File: src/rtl/axis_fir_pkg.sv
// Shared types and constants for the AXI-Stream FIR coefficient controller.
package axis_fir_pkg;

  typedef enum logic [1:0] {
    IDLE    = 2'd0,
    LOAD    = 2'd1,
    DRAIN   = 2'd2,
    PENDING = 2'd3
  } state_t;

  localparam int SWAP_W = 8;

  // Index width for n entries; never narrower than one bit so N=1 still has a counter.
  function automatic int clog2(input int n);
    int r;
    r = 0;
    while ((1 << r) < n) r++;
    return (r < 1) ? 1 : r;
  endfunction

endpackage

File: src/rtl/axis_fir_coeff_bank.sv
// Shadow/active coefficient register pair; the active bank is the packed coeff_vector.
module axis_fir_coeff_bank
  import axis_fir_pkg::*;
#(
  parameter int filter_order      = 16,
  parameter int coefficient_width = 16,
  parameter int idx_w             = 4
) (
  input  logic                                      clk,
  input  logic                                      rst,
  input  logic                                      wr_en,
  input  logic [idx_w-1:0]                          wr_idx,
  input  logic [coefficient_width-1:0]              wr_data,
  input  logic                                      swap,
  output logic [filter_order*coefficient_width-1:0] coeff_vector
);

  logic [filter_order-1:0][coefficient_width-1:0] shadow;
  logic [filter_order-1:0][coefficient_width-1:0] active;

  always_ff @(posedge clk or posedge rst) begin
    if (rst) begin
      shadow <= '0;
      active <= '0;
    end else begin
      if (wr_en) shadow[wr_idx] <= wr_data;
      if (swap)  active <= shadow;
    end
  end

  // Element k of the packed array sits at [k*W +: W].
  assign coeff_vector = active;

endmodule

File: src/rtl/axis_fir_coeff_ctrl.sv
// Coefficient controller: loads a shadow set over AXI-Stream, checks its length and
// swaps it in at a data-frame boundary. Option: AXIS_FIR_COEFF_IMMEDIATE_SWAP_EN.
module axis_fir_coeff_ctrl
  import axis_fir_pkg::*;
#(
  parameter int filter_order      = 16,
  parameter int coefficient_width = 16
) (
  input  logic                                      aclk,
  input  logic                                      reset,
  input  logic [coefficient_width-1:0]              s_axis_coeff_tdata,
  input  logic                                      s_axis_coeff_tvalid,
  input  logic                                      s_axis_coeff_tlast,
  output logic                                      s_axis_coeff_tready,
  input  logic                                      data_tvalid,
  input  logic                                      data_tready,
  input  logic                                      data_tlast,
  output logic [filter_order*coefficient_width-1:0] coeff_vector,
  output logic                                      coeff_pending,
  output logic                                      load_error,
  input  logic                                      error_clear,
  output logic [SWAP_W-1:0]                         swap_count
);

  localparam int              CNT_W    = clog2(filter_order);
  localparam logic [CNT_W-1:0] LAST_IDX = CNT_W'(filter_order - 1);

  state_t           state;
  logic [CNT_W-1:0] cnt;
  logic             beat;
  logic             boundary;
  logic             swap;
  logic             wr_en;

  assign beat     = s_axis_coeff_tvalid & s_axis_coeff_tready;
  assign boundary = data_tvalid & data_tready & data_tlast;
  assign wr_en    = beat && ((state == IDLE) || (state == LOAD));

`ifdef AXIS_FIR_COEFF_IMMEDIATE_SWAP_EN
  assign swap = (state == PENDING);
`else
  assign swap = (state == PENDING) && boundary;
`endif

  always_ff @(posedge aclk or posedge reset) begin
    if (reset) begin
      state               <= IDLE;
      cnt                 <= '0;
      s_axis_coeff_tready <= 1'b1;
      coeff_pending       <= 1'b0;
      load_error          <= 1'b0;
      swap_count          <= '0;
    end else begin
      // Clear first so any error set below in the same cycle takes precedence.
      if (error_clear) load_error <= 1'b0;
      case (state)
        IDLE: begin
          if (beat) begin
            if (s_axis_coeff_tlast) begin
              if (filter_order == 1) begin
                state               <= PENDING;
                s_axis_coeff_tready <= 1'b0;
                coeff_pending       <= 1'b1;
              end else begin
                load_error <= 1'b1;
              end
            end else if (filter_order == 1) begin
              load_error <= 1'b1;
              state      <= DRAIN;
            end else begin
              state <= LOAD;
              cnt   <= CNT_W'(1);
            end
          end
        end
        LOAD: begin
          if (beat) begin
            if (cnt == LAST_IDX) begin
              cnt <= '0;
              if (s_axis_coeff_tlast) begin
                state               <= PENDING;
                s_axis_coeff_tready <= 1'b0;
                coeff_pending       <= 1'b1;
              end else begin
                load_error <= 1'b1;
                state      <= DRAIN;
              end
            end else if (s_axis_coeff_tlast) begin
              load_error <= 1'b1;
              state      <= IDLE;
              cnt        <= '0;
            end else begin
              cnt <= cnt + CNT_W'(1);
            end
          end
        end
        DRAIN: begin
          if (beat && s_axis_coeff_tlast) state <= IDLE;
        end
        PENDING: begin
          if (swap) begin
            state               <= IDLE;
            s_axis_coeff_tready <= 1'b1;
            coeff_pending       <= 1'b0;
            swap_count          <= swap_count + SWAP_W'(1);
          end
        end
        default: state <= IDLE;
      endcase
    end
  end

  axis_fir_coeff_bank #(
    .filter_order      (filter_order),
    .coefficient_width (coefficient_width),
    .idx_w             (CNT_W)
  ) u_bank (
    .clk          (aclk),
    .rst          (reset),
    .wr_en        (wr_en),
    .wr_idx       (cnt),
    .wr_data      (s_axis_coeff_tdata),
    .swap         (swap),
    .coeff_vector (coeff_vector)
  );

endmodule

File: config.mk
export PLATFORM = sky130hd
export DESIGN_NAME = axis_fir_coeff_ctrl
export DESIGN_NICKNAME = d
export VERILOG_FILES = /design/src/rtl/axis_fir_pkg.sv /design/src/rtl/axis_fir_coeff_bank.sv /design/src/rtl/axis_fir_coeff_ctrl.sv
export SDC_FILE = /design/constraint.sdc
export NUM_CORES = 1
export LEC_CHECK = 0
export BUFFER_PORTS_ARGS = -buffer_cell sky130_fd_sc_hd__buf_2
export CORE_UTILIZATION = 45
export DETAILED_ROUTE_END_ITERATION = 6
export GPL_TIMING_DRIVEN = 1
export PLACE_DENSITY = 0.62
export SYNTH_ARGS = -nofsm -noshare
export SYNTH_HDL_FRONTEND = slang
export SYNTH_SLANG_ARGS = --single-unit
File: constraint.sdc
create_clock -name aclk -period 21.9 [get_ports aclk]
set_input_delay 3.285 -clock aclk [delete_from_list [all_inputs] [get_ports aclk]]
set_output_delay 3.285 -clock aclk [all_outputs]
set_load 0.03 [all_outputs]
# Word level (Yosys, flattened, before mapping)

Cells that the tools add are included.

Register bits: 529
Word-level logic and storage cells: 104
Input bits: 24

Magnitude comparators: 2
Mux-type cells: 35
Bitwise operators: 3
Reductions and logical operators: 12
Add/subtract/negate cells: 2
Equality and inequality tests: 12

Operators with widths:

| kind                  | count |
|---|---|
| $bwmux W256           | 1 |
| $demux W16 S4         | 1 |
| $mux W4               | 5 |
| $mux W16              | 1 |
| $mux W1               | 15 |
| $mux W2               | 7 |
| $ne A2 B2 Y1 const B  | 6 |
| $add A8 B1 Y8 const B | 1 |
| $pmux W2 S4           | 1 |
| $pmux W4 S2           | 1 |
| $pmux W1 S2           | 3 |
| $reduce_and A6 Y1     | 1 |
| $lt A4 B5 Y1 const B  | 1 |
| $reduce_and A5 Y1     | 1 |
| $add A4 B1 Y4 const B | 1 |
| $eq A2 B2 Y1 const B  | 2 |
| $eq A4 B4 Y1 const B  | 1 |
| $ge A4 B1 Y1 const B  | 1 |
| $logic_and A1 B1 Y1   | 4 |
| $reduce_and A4 Y1     | 1 |
| $reduce_bool A2 Y1    | 2 |
| $and A1 B1 Y1         | 3 |
| $ne A3 B2 Y1 const B  | 1 |
| $eq A2 B1 Y1 const B  | 1 |
| other kinds (4)       | 4 |

# Longest topological paths before layout

Gate-level depths: netlist of run 1.

Depth after elaboration: 5
Gate-level depth with buffers: 7
Mapped depth without buffers: 5

# Hierarchy

From an unflattened synthesis of run 1, not the netlist that was laid out.

Cells, all modules: 1,202
Area total of the unflattened synthesis: 20,105.5 um^2

Modules (own cells, without submodules):

| module              | cells an instance | sequential area each (um^2) | times used | area each (um^2) |
|---|---|---|---|---|
| axis_fir_coeff_bank | 1,115             | 12,812.3                    | 1          | 19,197.2 |
| axis_fir_coeff_ctrl | 87                | 426.7                       | 1          | 908.4 |

# Least setup slack after synthesis of run 1

No wires, ideal clock.

Path kind: input -> register
From: input data_tlast
To: register u_bank.active, in the netlist u_bank.coeff_vector[80]
Library setup time: 0.125 ns
Setup slack: 17.237 ns
Arrival: 4.538 ns
Cell stages on the path: 7
Data required time: 21.775 ns
Path through: and4_1 > buf_2 > and2_1 > buf_2 > buf_4 > buf_2 > mux2_2

Cells in the longest elaborated chain, start to end: 2

Ends and longest elaborated chain:

| element                | line                      | RTL |
|---|---|---|
| start: declaration     | axis_fir_coeff_ctrl.sv:17 | `input logic data_tlast,` |
| $and A1 B1 Y1          | axis_fir_coeff_ctrl.sv:36 | `assign boundary = data_tvalid & data_tready & data_tlast;` |
| $logic_and A1 B1 Y1    | axis_fir_coeff_ctrl.sv:42 | `assign swap = (state == PENDING) && boundary;` |
| end signal: assignment | axis_fir_coeff_bank.sv:27 | `if (swap) active <= shadow;` |
| end: declaration       | axis_fir_coeff_bank.sv:19 | `logic [filter_order-1:0][coefficient_width-1:0] active;` |

Every way passes these cells.
A chain may end at the register's enable or synchronous reset.

# Final worst setup path of run 1

From: input data_tlast
To: register u_bank.active, in the netlist u_bank.coeff_vector[217]

Same word-level chain as after synthesis.

==> results of run 1 <==
## sequential cells by signal, summed over array words and instances, names as in the netlist
signal	flops
load_error	1
u_bank.shadow	256
state	2
s_axis_coeff_tready	1
coeff_pending	1
cnt	4
u_bank.coeff_vector	256
swap_count	8
## through the flow
step	hold slack [ps]	std cells	utilization	power, mW
after floorplan	460.2	1207	-	1.015
after global placement	458.6	2022	0.5002	1.031
after detailed placement	467.2	2022	0.5002	1.032
after CTS	481.5	2121	0.5421	1.991
after global routing	513.1	2121	0.5421	2.032
final	471.3	2121	0.5421	1.961
## metal layers
layer  vias to the layer above  share of wire  wire length (µm)
li1                       4823              -                 -
met1                      5790           0.45             20540
met2                       243           0.46             21010
met3                        56          0.066              3006
met4                         0          0.017               788
met5                         -              0                 0
## final cells by class
type | count | area, µm²
Multi-Input combinational cell | 599 | 6584
Tap cell | 592 | 740.7
Fill cell | 3697 | 20250
Sequential cell | 529 | 13240
Clock buffer | 72 | 1509
Clock inverter | 27 | 345.3
Timing Repair Buffer | 297 | 1529
Inverter | 5 | 26.28
## cell usage in the layout, fill, tap and decap left out, drive strengths merged, types with 4 or more instances in the layout
cell type	n
clkbuf	72
dfrtp	528
clkinvlp	5
inv	7
nand4b	4
ha	5
xnor2	6
nand4	5
bufinv	7
clkinv	13
nand3	8
nor2	16
nand2	7
buf	297
or3	5
mux2	513
## power groups by stage
stage | Clock, mW | Sequential (mW) | Combinational (mW)
5_1_grt | 1.02 | 0.977 | 0.0395
3_5_place_dp | 0 | 0.995 | 0.0363
3_3_place_gp | 0 | 0.995 | 0.0357
2_1_floorplan | 0 | 0.996 | 0.0186
6_report | 0.949 | 0.978 | 0.0343
4_1_cts | 0.977 | 0.977 | 0.0362
## worst min path at each step
stage	startpoint	depth (start not counted)	slack (ps)	endpoint
2_1_floorplan	u_bank.shadow[88]	1	460	u_bank.coeff_vector[88]
3_5_place_dp	swap_count[7]	1	470	swap_count[7]
6_report	swap_count[7]	1	470	swap_count[7]
4_1_cts	swap_count[7]	1	480	swap_count[7]
3_3_place_gp	swap_count[7]	1	460	swap_count[7]
5_1_grt	u_bank.shadow[129]	1	510	u_bank.coeff_vector[129]
## cell families (layout without fill, tap and decap cells)
family	Yosys count	after routing
adder cells (fa/ha/maj)	5	5
AO/OA/AOI/OAI	10	10
flip-flops	529	529
AND/OR/NAND/NOR	59	59
multiplexers	516	516
buffers and inverters	79	401
XOR/XNOR	9	9
==> summary.md, run 1 <==
| Metric | Value |
|---|---|
| Min setup slack post-route | `15920 ps` |
| Hold Vio Cnt, Final | `0` |
| Busiest grt layer | `met2` |
| R2r endpoint | `u_bank.coeff_vector[217]` |
| Cell Rows | `77` |
| CP Class | `in2reg` |
| CP startpoint | `data_tlast` |
| Postcts setup bufs | `0` |
| Max frequency | `167.2 MHz` |
| DR iter-0 viols | `553` |
| Seq pwr share | `0.499` |
| Post-DP HPWL | `29.39 mm` |
| Post-synthesis compound-gate area fraction | `0.003837` |
| Mapped Cells | `1207` |
| Die Height | `214.0 µm` |
| Yosys warning total | `0` |
| Tot GR Track Use | `0.2031` |
| Post-Place Setup Slack | `15320 ps` |
| Worst setup path end | `u_bank.coeff_vector[217]` |
| Critical path depth | `6` |
| Setup crit end kind | `register` |
| Pint | `1.548 mW` |
| Initial Util | `0.4572` |
| Drt wl/cell | `21.38 µm` |
| Worst setup SP type | `input port` |
| Die W | `214.0 µm` |
| Initial antenna violation count | `0` |
| Ys async rst share | `1.000` |
| Final std cell area, no fill | `23970 µm²` |
| HP Class | `reg2reg` |
| EDFF count, synth | `0` |
| P&R area growth vs syn | `18.56%` |
| GRT met1 Usage | `0.2807` |
| Slew Viols, Final | `0` |
| CTS root buf | `clkbuf_16` |
| Input/output buffers | `290` |
| Core area | `44220 µm²` |
| Switch share | `0.2106` |
| Clk buf depth | `3` |
| Critical Path Max Stage Delay | `930 ps` |
| Cells on worst reg2reg path | `5` |
| TritonCTS buffer count | `54` |
| First-pass DRT Iterations | `4` |
| Io pins | `291` |
| CP Buf/Inv Count | `3` |
| Critical path's top delay family | `buffers and inverters` |
| Lkg Pwr | `13.25 nW` |
| Vias/cell | `5.145` |
| Fin crit share | `0.2731` |
| Layout cells sized above 1 | `0.6004` |
| Met3 Use GR | `0.05757` |
| Run status | `finished clean` |
| Gr ovfl total | `0` |
| Routed Antenna Nets | `0` |
| Post-synth top area share | `0.6535` |
| Syn Area/Cell | `16.75 µm²` |
| Worst-Skew Late Latency | `590 ps` |
| N_diodes | `0` |
| TritonCTS clock tree | `yes` |
| Simple-gate area share of the yosys netlist | `0.01887` |
| WP data arrival | `6450 ps` |
| Area contributors post-synth | `dfrtp_1 65%, mux2_2 26%, mux2_4 2.9%` |
| Final nets | `1515` |
| Crit path cell chain | `buf_2, and4_1, nand2_4, buf_4, buf_4, mux2_2` |
| Slew HR | `0.2303` |
| Peak supply drop | `0.06304 mV` |
| Vias in the first global route | `11600` |
| Final GP Congestion | `0.7428` |
| Max cap viols | `0` |
| Post-Route WL | `45.35 mm` |
| XOR/XNOR share of the synthesized area | `0.003899` |
| RSZ-0062 raised after global routing | `no` |
| Clk slew on worst S/H paths | `60 ps` |
| Gate power share | `0.018` |
| Die area | `45780 µm²` |
| Commonest cells in the netlist | `528 x dfrtp_1, 472 x mux2_2, 39 x mux2_4, 38 x buf_2, 20 x clkbuf_1` |
| CP max-delay cell | `buf_4` |
| Crit-path most repeated cell | `buf_4` |
| Hold-fix buffers, CTS | `0` |
| FF-to-FF Start | `state[1]` |
| Synthesized area | `20220 µm²` |
| Worst Clk Skew | `14.35 ps` |
| Psw | `413.0 µW` |
| #FFs+latches synth | `529` |
| First-pass GRT wire length | `71.60 mm` |
| Register area share after synthesis | `0.6548` |
| Post-Synth Adder-Cell Area | `0.003094` |
| Met2 usage | `0.3137` |
| Fin Setup TNS | `0 ps` |
| DP Area | `22120 µm²` |
| Pwr Density | `81.79 nW/µm²` |
| Mux cell area share after synthesis | `0.2944` |
| Most numerous cell in the Yosys netlist | `dfrtp_1` |
| Post-CTS sizing | `0` |
| Largest family of logic cells by synthesized area | `multiplexers` |
| Clk network pwr share | `0.484` |
| Via Count | `10910` |
| CP max FO | `74` |
| Clock Sink Count | `529` |
| DR DRC count | `0` |
| CP required | `22370 ps` |
| Synth unique cells | `40` |
| Worst slew pin tran | `1155 ps` |
| Slack of the worst reg-to-reg path | `18160 ps` |
| Largest net degree at the start of global routing | `180` |
| Mapped Nets | `1236` |
| Main flop type after synthesis | `dfrtp_1` |
| Final Setup Violations | `0` |
| Fin crit period | `5980 ps` |
| H-tree depth | `2` |
| Synth area leader | `dfrtp_1` |
(Power assumes the default switching activity.)
==> run 2: changes to the inputs <==
--- a/config.mk
+++ b/config.mk
@@ -9,7 +9,7 @@
 export CORE_UTILIZATION = 45
 export DETAILED_ROUTE_END_ITERATION = 6
 export GPL_TIMING_DRIVEN = 1
-export PLACE_DENSITY = 0.62
+export PLACE_DENSITY = 0.65
 export SYNTH_ARGS = -nofsm -noshare
 export SYNTH_HDL_FRONTEND = slang
 export SYNTH_SLANG_ARGS = --single-unit
==> constraint.sdc (replaced) <==
create_clock -name aclk -period 5.33 [get_ports aclk]
set_input_delay 0.7995 -clock aclk [delete_from_list [all_inputs] [get_ports aclk]]
set_output_delay 0.7995 -clock aclk [all_outputs]
set_load 0.03 [all_outputs]
==> run 2 against run 1 <==
  * Clock skew grew 0.93 ps
  * Combinational power grew to 4.4 times the previous value
  * Sequential power increased to 4.1 times the previous value
  * Critical path type is now reg2reg
  * Largest power group unchanged
==> summary.md, run 2 (synthesis gave the netlist of run 1 again) <==
| Metric | Value |
|---|---|
| Postcts setup bufs | `0 (unchanged)` |
| HP Class | `in2async (was reg2reg)` |
| Tot GR Track Use | `0.2044 (was 0.2031)` |
| Utilization after layout | `0.5435 (was 0.5421)` |
| DP Cell Count | `2032 (was 2022)` |
| CTS root buf | `clkbuf_16 (unchanged)` |
| Fin crit period | `2731 ps` |
| CP Class | `reg2reg (was in2reg)` |
| Setup crit end kind | `register (unchanged)` |
| Fin Setup TNS | `0 ps (unchanged)` |
| Die area | `45780 µm² (unchanged)` |
| Slew Viols, Final | `0 (unchanged)` |
| CP Buf/Inv Count | `1 (was 3)` |
| Final Setup Violations | `0 (unchanged)` |
| RSZ-0062 raised after global routing | `no (unchanged)` |
| Commonest non-fill, non-tap cells in the layout | `528 x dfrtp_1, 472 x mux2_2, 290 x buf_2 (unchanged)` |
| Worst Clk Skew | `15.28 ps (was 14.35 ps)` |
| Critical path's top delay family | `simple AND/OR/NAND/NOR gates (was buffers and inverters)` |
| CP max FO | `58 (was 74)` |
| Run status | `finished clean (unchanged)` |
| Crit path cell chain | `and4_1, and2_4, buf_4, mux2_2 (was buf_2, and4_1, nand2_4, buf_4, buf_4, mux2_2)` |
| Worst-Skew Late Latency | `590 ps (about the same)` |
| Post-DP HPWL | `30.15 mm (was 29.39 mm)` |
| Post-Route WL | `45.81 mm (was 45.35 mm)` |
| Hold-fix buffers, CTS | `0 (unchanged)` |
| Core area | `44220 µm² (unchanged)` |
| Largest net degree at the start of global routing | `86 (was 180)` |
| CP required | `5800 ps (was 22370 ps)` |
| Fin crit share | `0.5123` |
| H-tree depth | `2 (unchanged)` |
| Finished Layout Cells | `2130 (was 2121)` |
| Pwr Density | `330.5 nW/µm² (was 81.79 nW/µm²)` |
| Pwr Total | `7.943 mW (was 1.961 mW)` |
| Vias/cell | `5.170 (was 5.145)` |
| Final GP Congestion | `0.7667 (was 0.7428)` |
| Min setup slack post-route | `2599 ps (was 15920 ps)` |
| TritonCTS buffer count | `54 (unchanged)` |
| Layout cells sized above 1 | `0.5995 (was 0.6004)` |
| TritonCTS clock tree | `yes (unchanged)` |
| Final nets | `1525 (was 1515)` |
| First-pass GRT wire length | `71.90 mm (was 71.60 mm)` |
| CP max-delay cell | `and2_4 (was buf_4)` |
| DR iter-0 viols | `514 (was 553)` |
| Final std cell area, no fill | `24040 µm² (was 23970 µm²)` |
| Critical Path Max Stage Delay | `760 ps (was 930 ps)` |
| Die W | `214.0 µm (unchanged)` |
| Slew HR | `0.1592 (was 0.2303)` |
| Cell Rows | `77 (unchanged)` |
| Clock Sink Count | `529 (unchanged)` |
| Worst slew pin tran | `1260 ps (was 1155 ps)` |
| DR DRC count | `0 (unchanged)` |
| WP data arrival | `3200 ps (was 6450 ps)` |
| Initial antenna violation count | `0 (unchanged)` |
| Lkg Pwr | `13.29 nW (was 13.25 nW)` |
| Drt wl/cell | `21.50 µm (was 21.38 µm)` |
| Post-Place Setup Slack | `2267 ps (was 15320 ps)` |
| Vias in the first global route | `11730 (was 11600)` |
| Routed Antenna Nets | `0 (unchanged)` |
| Hold Slack | `368.8 ps (was 471.3 ps)` |
| N_diodes | `0 (unchanged)` |
| DP Area | `22240 µm² (was 22120 µm²)` |
| Post-CTS sizing | `0 (unchanged)` |
| Via Count | `11010 (was 10910)` |
| Most common cell after layout, fill and taps aside | `dfrtp_1 (unchanged)` |
| Worst setup SP type | `register (was input port)` |
| Max frequency | `366.2 MHz` |
| Gr ovfl total | `0 (unchanged)` |
| Clk buf depth | `3 (unchanged)` |
| P&R area growth vs syn | `18.87% (was 18.56%)` |
| First-pass DRT Iterations | `4 (unchanged)` |
| Peak supply drop | `0.2496 mV (was 0.06304 mV)` |
| Max cap viols | `0 (unchanged)` |
| Hold Vio Cnt, Final | `0 (unchanged)` |
| Clk slew on worst S/H paths | `60 ps (about the same)` |
| Die Height | `214.0 µm (unchanged)` |
| Io pins | `291 (unchanged)` |
| Initial Util | `0.4572 (unchanged)` |
| Input/output buffers | `290 (unchanged)` |
==> run 2: cell types whose count changed in the layout (fill, tap and decap cells not counted) <==
cell / change
bufinv_16: -4
clkbuf_1: +5
clkinvlp_4: -3
buf_4: +6
clkinv_8: -1
buf_12: +4
clkbuf_16: +3
inv_6: -1
inv_8: -1
clkinv_2: -1
clkbuf_8: +2
==> run 2: final timing paths <==
path,startpoint,to,slack [ps],cells after the start
setup / recovery,state[1],u_bank.coeff_vector[113],2600,4
hold / removal,reset,u_bank.coeff_vector[29],370,2
setup reg to reg,state[1],u_bank.coeff_vector[113],2600,4
hold reg to reg,swap_count[5],swap_count[5],490,1
max in group asynchronous,reset,u_bank.coeff_vector[6],3670,4
min in group aclk,error_clear,load_error,410,2
==> run 2: layer usage <==
layer  vias up  wire (µm)  GRT usage  share of wire
li1       4837          -          -              -
met1      5858      20630     0.2837           0.45
met2       256      21100     0.3161           0.46
met3        61       3205    0.06141          0.070
met4         0        864    0.04748          0.019
met5         -          0          0              0
==> run 2: area by class of cell <==
cell class                 count  area (µm²)
multi-input combinational    599        6584
timing repair buffer         307        1654
inverter                       5       22.52
tap                          592       740.7
sequential                   529       13240
clock inverter                16       165.2
clock buffer                  82        1630
fill                        3582       20190
==> run 2: where the power goes <==
group          internal (mW)        switching (mW)  total (mW)
sequential              4.02  0.000000000000000286        4.02
clock                   2.25                  1.53        3.78
combinational         0.0189                 0.131       0.150
total                   6.28                  1.66        7.94
==> run 2: worst register-to-register path, delay by kind of cell (launching register included) <==
| family | cells | cell delay (ps) |
|---|---|---|
| buf+inv | 1 | 500 |
| mux | 1 | 390 |
| flops | 1 | 550 |
| simple gates | 2 | 1180 |
==> run 3: changes to the inputs <==
--- a/config.mk
+++ b/config.mk
@@ -5,6 +5,7 @@
 export SDC_FILE = /design/constraint.sdc
 export NUM_CORES = 1
 export LEC_CHECK = 0
+export ABC_AREA = 1
 export BUFFER_PORTS_ARGS = -buffer_cell sky130_fd_sc_hd__buf_2
 export CORE_UTILIZATION = 45
 export DETAILED_ROUTE_END_ITERATION = 6
==> constraint.sdc (replaced) <==
create_clock -name aclk -period 2.5 [get_ports aclk]
set_input_delay 0.375 -clock aclk [delete_from_list [all_inputs] [get_ports aclk]]
set_output_delay 0.375 -clock aclk [all_outputs]
set_load 0.03 [all_outputs]
==> run 3 against run 2 <==
  * Maximum frequency grew 34%
  * First-iteration DRC count grew to 2.6 times the previous value
  * Via count grew 35%
  * Non-clock buffer count grew 43
  * Hold slack lost 280 ps
  * Power grew 150%
  * Critical path type unchanged
==> summary.md, run 3 <==
| Metric | Value |
|---|---|
| Routed Antenna Nets | `0 (unchanged)` |
| Final GP Congestion | `0.8255 (was 0.7667)` |
| H-tree depth | `2 (unchanged)` |
| TritonCTS clock tree | `yes (unchanged)` |
| Hold-fix buffers, CTS | `1 (was 0)` |
| Peak supply drop | `0.6201 mV (was 0.2496 mV)` |
| CP max FO | `121 (was 58)` |
| Largest net degree at the start of global routing | `122 (was 86)` |
| Input/output buffers | `290 (unchanged)` |
| Pint | `14.82 mW (was 6.282 mW)` |
| TritonCTS buffer count | `54 (unchanged)` |
| Run status | `finished clean (unchanged)` |
| Clock Sink Count | `529 (unchanged)` |
| Area contributors post-synth | `dfrtp_1 67%, nand2_1 20%, o21ai_0 4.0% (was dfrtp_1 65%, mux2_2 26%, mux2_4 2.9%)` |
| Post-DP HPWL | `32.89 mm (was 30.15 mm)` |
| Final Setup Violations | `0 (unchanged)` |
| Die Height | `211.7 µm (was 214.0 µm)` |
| Crit path cell chain | `nand2_1, nor2_4, buf_12, nand2_1, nand2_1 (was and4_1, and2_4, buf_4, mux2_2)` |
| Max cap viols | `0 (unchanged)` |
| Die area | `44820 µm² (was 45780 µm²)` |
| Critical Path Max Stage Delay | `510 ps (was 760 ps)` |
| Slack of the worst reg-to-reg path | `470 ps (was 2600 ps)` |
| Final std cell area, no fill | `23760 µm² (was 24040 µm²)` |
| Max frequency | `491.9 MHz (was 366.2 MHz)` |
| Gr ovfl total | `0 (unchanged)` |
| Fill cells | `3875 (was 3582)` |
| Synthesized area | `19790 µm² (was 20220 µm²)` |
| Slew HR | `0.4276 (was 0.1592)` |
| Main flop type after synthesis | `dfrtp_1 (unchanged)` |
| CTS root buf | `clkbuf_16 (unchanged)` |
| Post-Route WL | `53.05 mm (was 45.81 mm)` |
| Clk buf depth | `3 (unchanged)` |
| Ys async rst share | `1.000 (unchanged)` |
| Most common cell after layout, fill and taps aside | `nand2_1 (was dfrtp_1)` |
| Synth unique cells | `27 (was 40)` |
| DR DRC count | `0 (unchanged)` |
| CP Buf/Inv Count | `1 (unchanged)` |
| #FFs+latches synth | `529 (unchanged)` |
| Tot GR Track Use | `0.2417 (was 0.2044)` |
| Finished Layout Cells | `2994 (was 2130)` |
| Seq pwr share | `0.515 (was 0.506)` |
| Vias in the first global route | `14430 (was 11730)` |
| Io pins | `291 (unchanged)` |
| Slew Viols, Final | `0 (unchanged)` |
| Hold Slack | `91.38 ps (was 368.8 ps)` |
| Core area | `43270 µm² (was 44220 µm²)` |
| Vias/cell | `4.980 (was 5.170)` |
| Worst slew pin tran | `857.6 ps (was 1260 ps)` |
| Cell Rows | `76 (was 77)` |
| Syn Area/Cell | `9.478 µm² (was 16.75 µm²)` |
| Worst Clk Skew | `13.86 ps (was 15.28 ps)` |
| Layout cells sized above 1 | `0.1876 (was 0.5995)` |
| Register area share after synthesis | `0.6690 (was 0.6548)` |
| Psw | `4.925 mW (was 1.661 mW)` |
| Yosys warning total | `0 (unchanged)` |
| Crit-path most repeated cell | `nand2_1` |
| First-pass DRT Iterations | `5 (was 4)` |
| Fin crit share | `0.8132 (was 0.5123)` |
| Final nets | `2397 (was 1525)` |
| CP max-delay cell | `dfrtp_1 (was and2_4)` |
| Hold Vio Cnt, Final | `0 (unchanged)` |
| Commonest non-fill, non-tap cells in the layout | `1065 x nand2_1, 528 x dfrtp_1, 290 x buf_2 (was 528 x dfrtp_1, 472 x mux2_2, 290 x buf_2)` |
| Initial antenna violation count | `3 (was 0)` |
| Worst setup SP type | `register (unchanged)` |
| DP Area | `21990 µm² (was 22240 µm²)` |
| Commonest cells in the netlist | `1065 x nand2_1, 528 x dfrtp_1, 157 x o21ai_0, 100 x o21ai_1, 90 x buf_2 (was 528 x dfrtp_1, 472 x mux2_2, 39 x mux2_4, 38 x buf_2, 20 x clkbuf_1)` |
| Clk network pwr share | `0.405 (was 0.475)` |
| Gate power share | `0.080 (was 0.019)` |
| Post-CTS sizing | `0 (unchanged)` |
| Drt wl/cell | `17.72 µm (was 21.50 µm)` |
| Setup crit end kind | `register (unchanged)` |
| First-pass GRT wire length | `82.81 mm (was 71.90 mm)` |
| DP Cell Count | `2896 (was 2032)` |
| WP data arrival | `2570 ps (was 3200 ps)` |
| Critical path's top delay family | `simple AND/OR/NAND/NOR gates (unchanged)` |
| Worst-Skew Late Latency | `600 ps (was 590 ps)` |
| CP required | `3040 ps (was 5800 ps)` |
| EDFF count, synth | `0 (unchanged)` |
| Via Count | `14910 (was 11010)` |
| FF/Latch Area | `13240 µm² (unchanged)` |
| RSZ-0062 raised after global routing | `no (unchanged)` |
| Initial Util | `0.4574 (was 0.4572)` |
| Die W | `211.7 µm (was 214.0 µm)` |
| CP Class | `reg2reg (unchanged)` |
| Lkg Pwr | `13.33 nW (was 13.29 nW)` |
| Fin crit period | `2033 ps (was 2731 ps)` |
| Mapped Nets | `2117 (was 1236)` |
| HP Class | `in2reg (was in2async)` |
| Post-synth top area share | `0.6676 (was 0.6535)` |
| Pwr Density | `831.0 nW/µm² (was 330.5 nW/µm²)` |
| Switch share | `0.2494 (was 0.2091)` |
| Multi-input logic area | `5789 µm² (was 6584 µm²)` |
| Synth area leader | `dfrtp_1 (unchanged)` |
| DR iter-0 viols | `1349 (was 514)` |
| P&R area growth vs syn | `20.08% (was 18.87%)` |
| Most numerous cell in the Yosys netlist | `nand2_1 (was dfrtp_1)` |
| Mapped Cells | `2088 (was 1207)` |
| N_diodes | `0 (unchanged)` |
| Postcts setup bufs | `0 (unchanged)` |
| Clk slew on worst S/H paths | `60 ps (about the same)` |
## run 3: cell types whose count changed after synthesis, sizes merged, moves of 4 or more
cell / before / now
nand2: 7 / 1066
mux2: 513 / 0
o21ai: 1 / 262
buf: 54 / 96
inv: 5 / 39
clkbuf: 20 / 30
nand3: 8 / 18
nand4: 5 / 14
or3: 5 / 0
nand4b: 4 / 0
## run 3: logic make-up after synthesis
| group | after synthesis | share of synthesized area |
|---|---|---|
| compound gates | 267 | 0.06866 |
| xor+xnor | 5 | 0.002213 |
| fa+ha+maj | 5 | 0.003161 |
| buf+inv | 165 | 0.03850 |
| flops | 529 | 0.6690 |
| simple gates | 1117 | 0.2185 |
## run 3: worst paths after layout
kind / startpoint / endpoint / cells past startpoint
max: state[0] / u_bank.coeff_vector[145] / 5
min: error_clear / load_error / 4
max reg2reg: state[0] / u_bank.coeff_vector[145] / 5
min reg2reg: u_bank.coeff_vector[244] / u_bank.coeff_vector[244] / 2
max in group asynchronous: reset / u_bank.shadow[114] / 5
min in group asynchronous: reset / u_bank.shadow[106] / 3
## run 3: stage by stage
step / setup TNS, ps / power [mW] / utilization / setup slack [ps]
6_report: 0 / 19.75 / 0.5492 / 466.9
5_1_grt: 0 / 20.64 / 0.5492 / 303.0
4_1_cts: 0 / 19.94 / 0.5492 / 465.3
3_5_place_dp: 0 / 11.89 / 0.5082 / 484.9
3_3_place_gp: 0 / 11.78 / 0.5082 / 549.6
2_1_floorplan: -2677000 / 11.34 / - / -5064
## run 3: power groups by stage
stage / clock network (mW) / logic (mW) / registers, mW
2_1_floorplan: 0 / 1.18 / 10.2
3_3_place_gp: 0 / 1.52 / 10.3
3_5_place_dp: 0 / 1.60 / 10.3
4_1_cts: 8.18 / 1.60 / 10.2
5_1_grt: 8.51 / 1.85 / 10.3
6_report: 8.00 / 1.58 / 10.2
## run 3: cell type report
type	instances	share of cell area
timing repair buffer	350	0.08751
clock buffer	86	0.06913
multi-input combinational	1394	0.2436
sequential	529	0.5571
tap	585	0.03080
inverter	39	0.006634
clock inverter	11	0.005212
## run 3: layer usage
metal | GRT usage | share of wire
met1 | 0.3492 | 0.45
met2 | 0.3700 | 0.46
met3 | 0.04258 | 0.054
met4 | 0.08171 | 0.030
met5 | 0 | 0.00051
## run 3: worst reg2reg max path, delay by kind of cell (launching register included)
family,cells,cell delay [ps]
buffers and inverters,1,460
flip-flops,1,510
AND/OR/NAND/NOR,4,1020
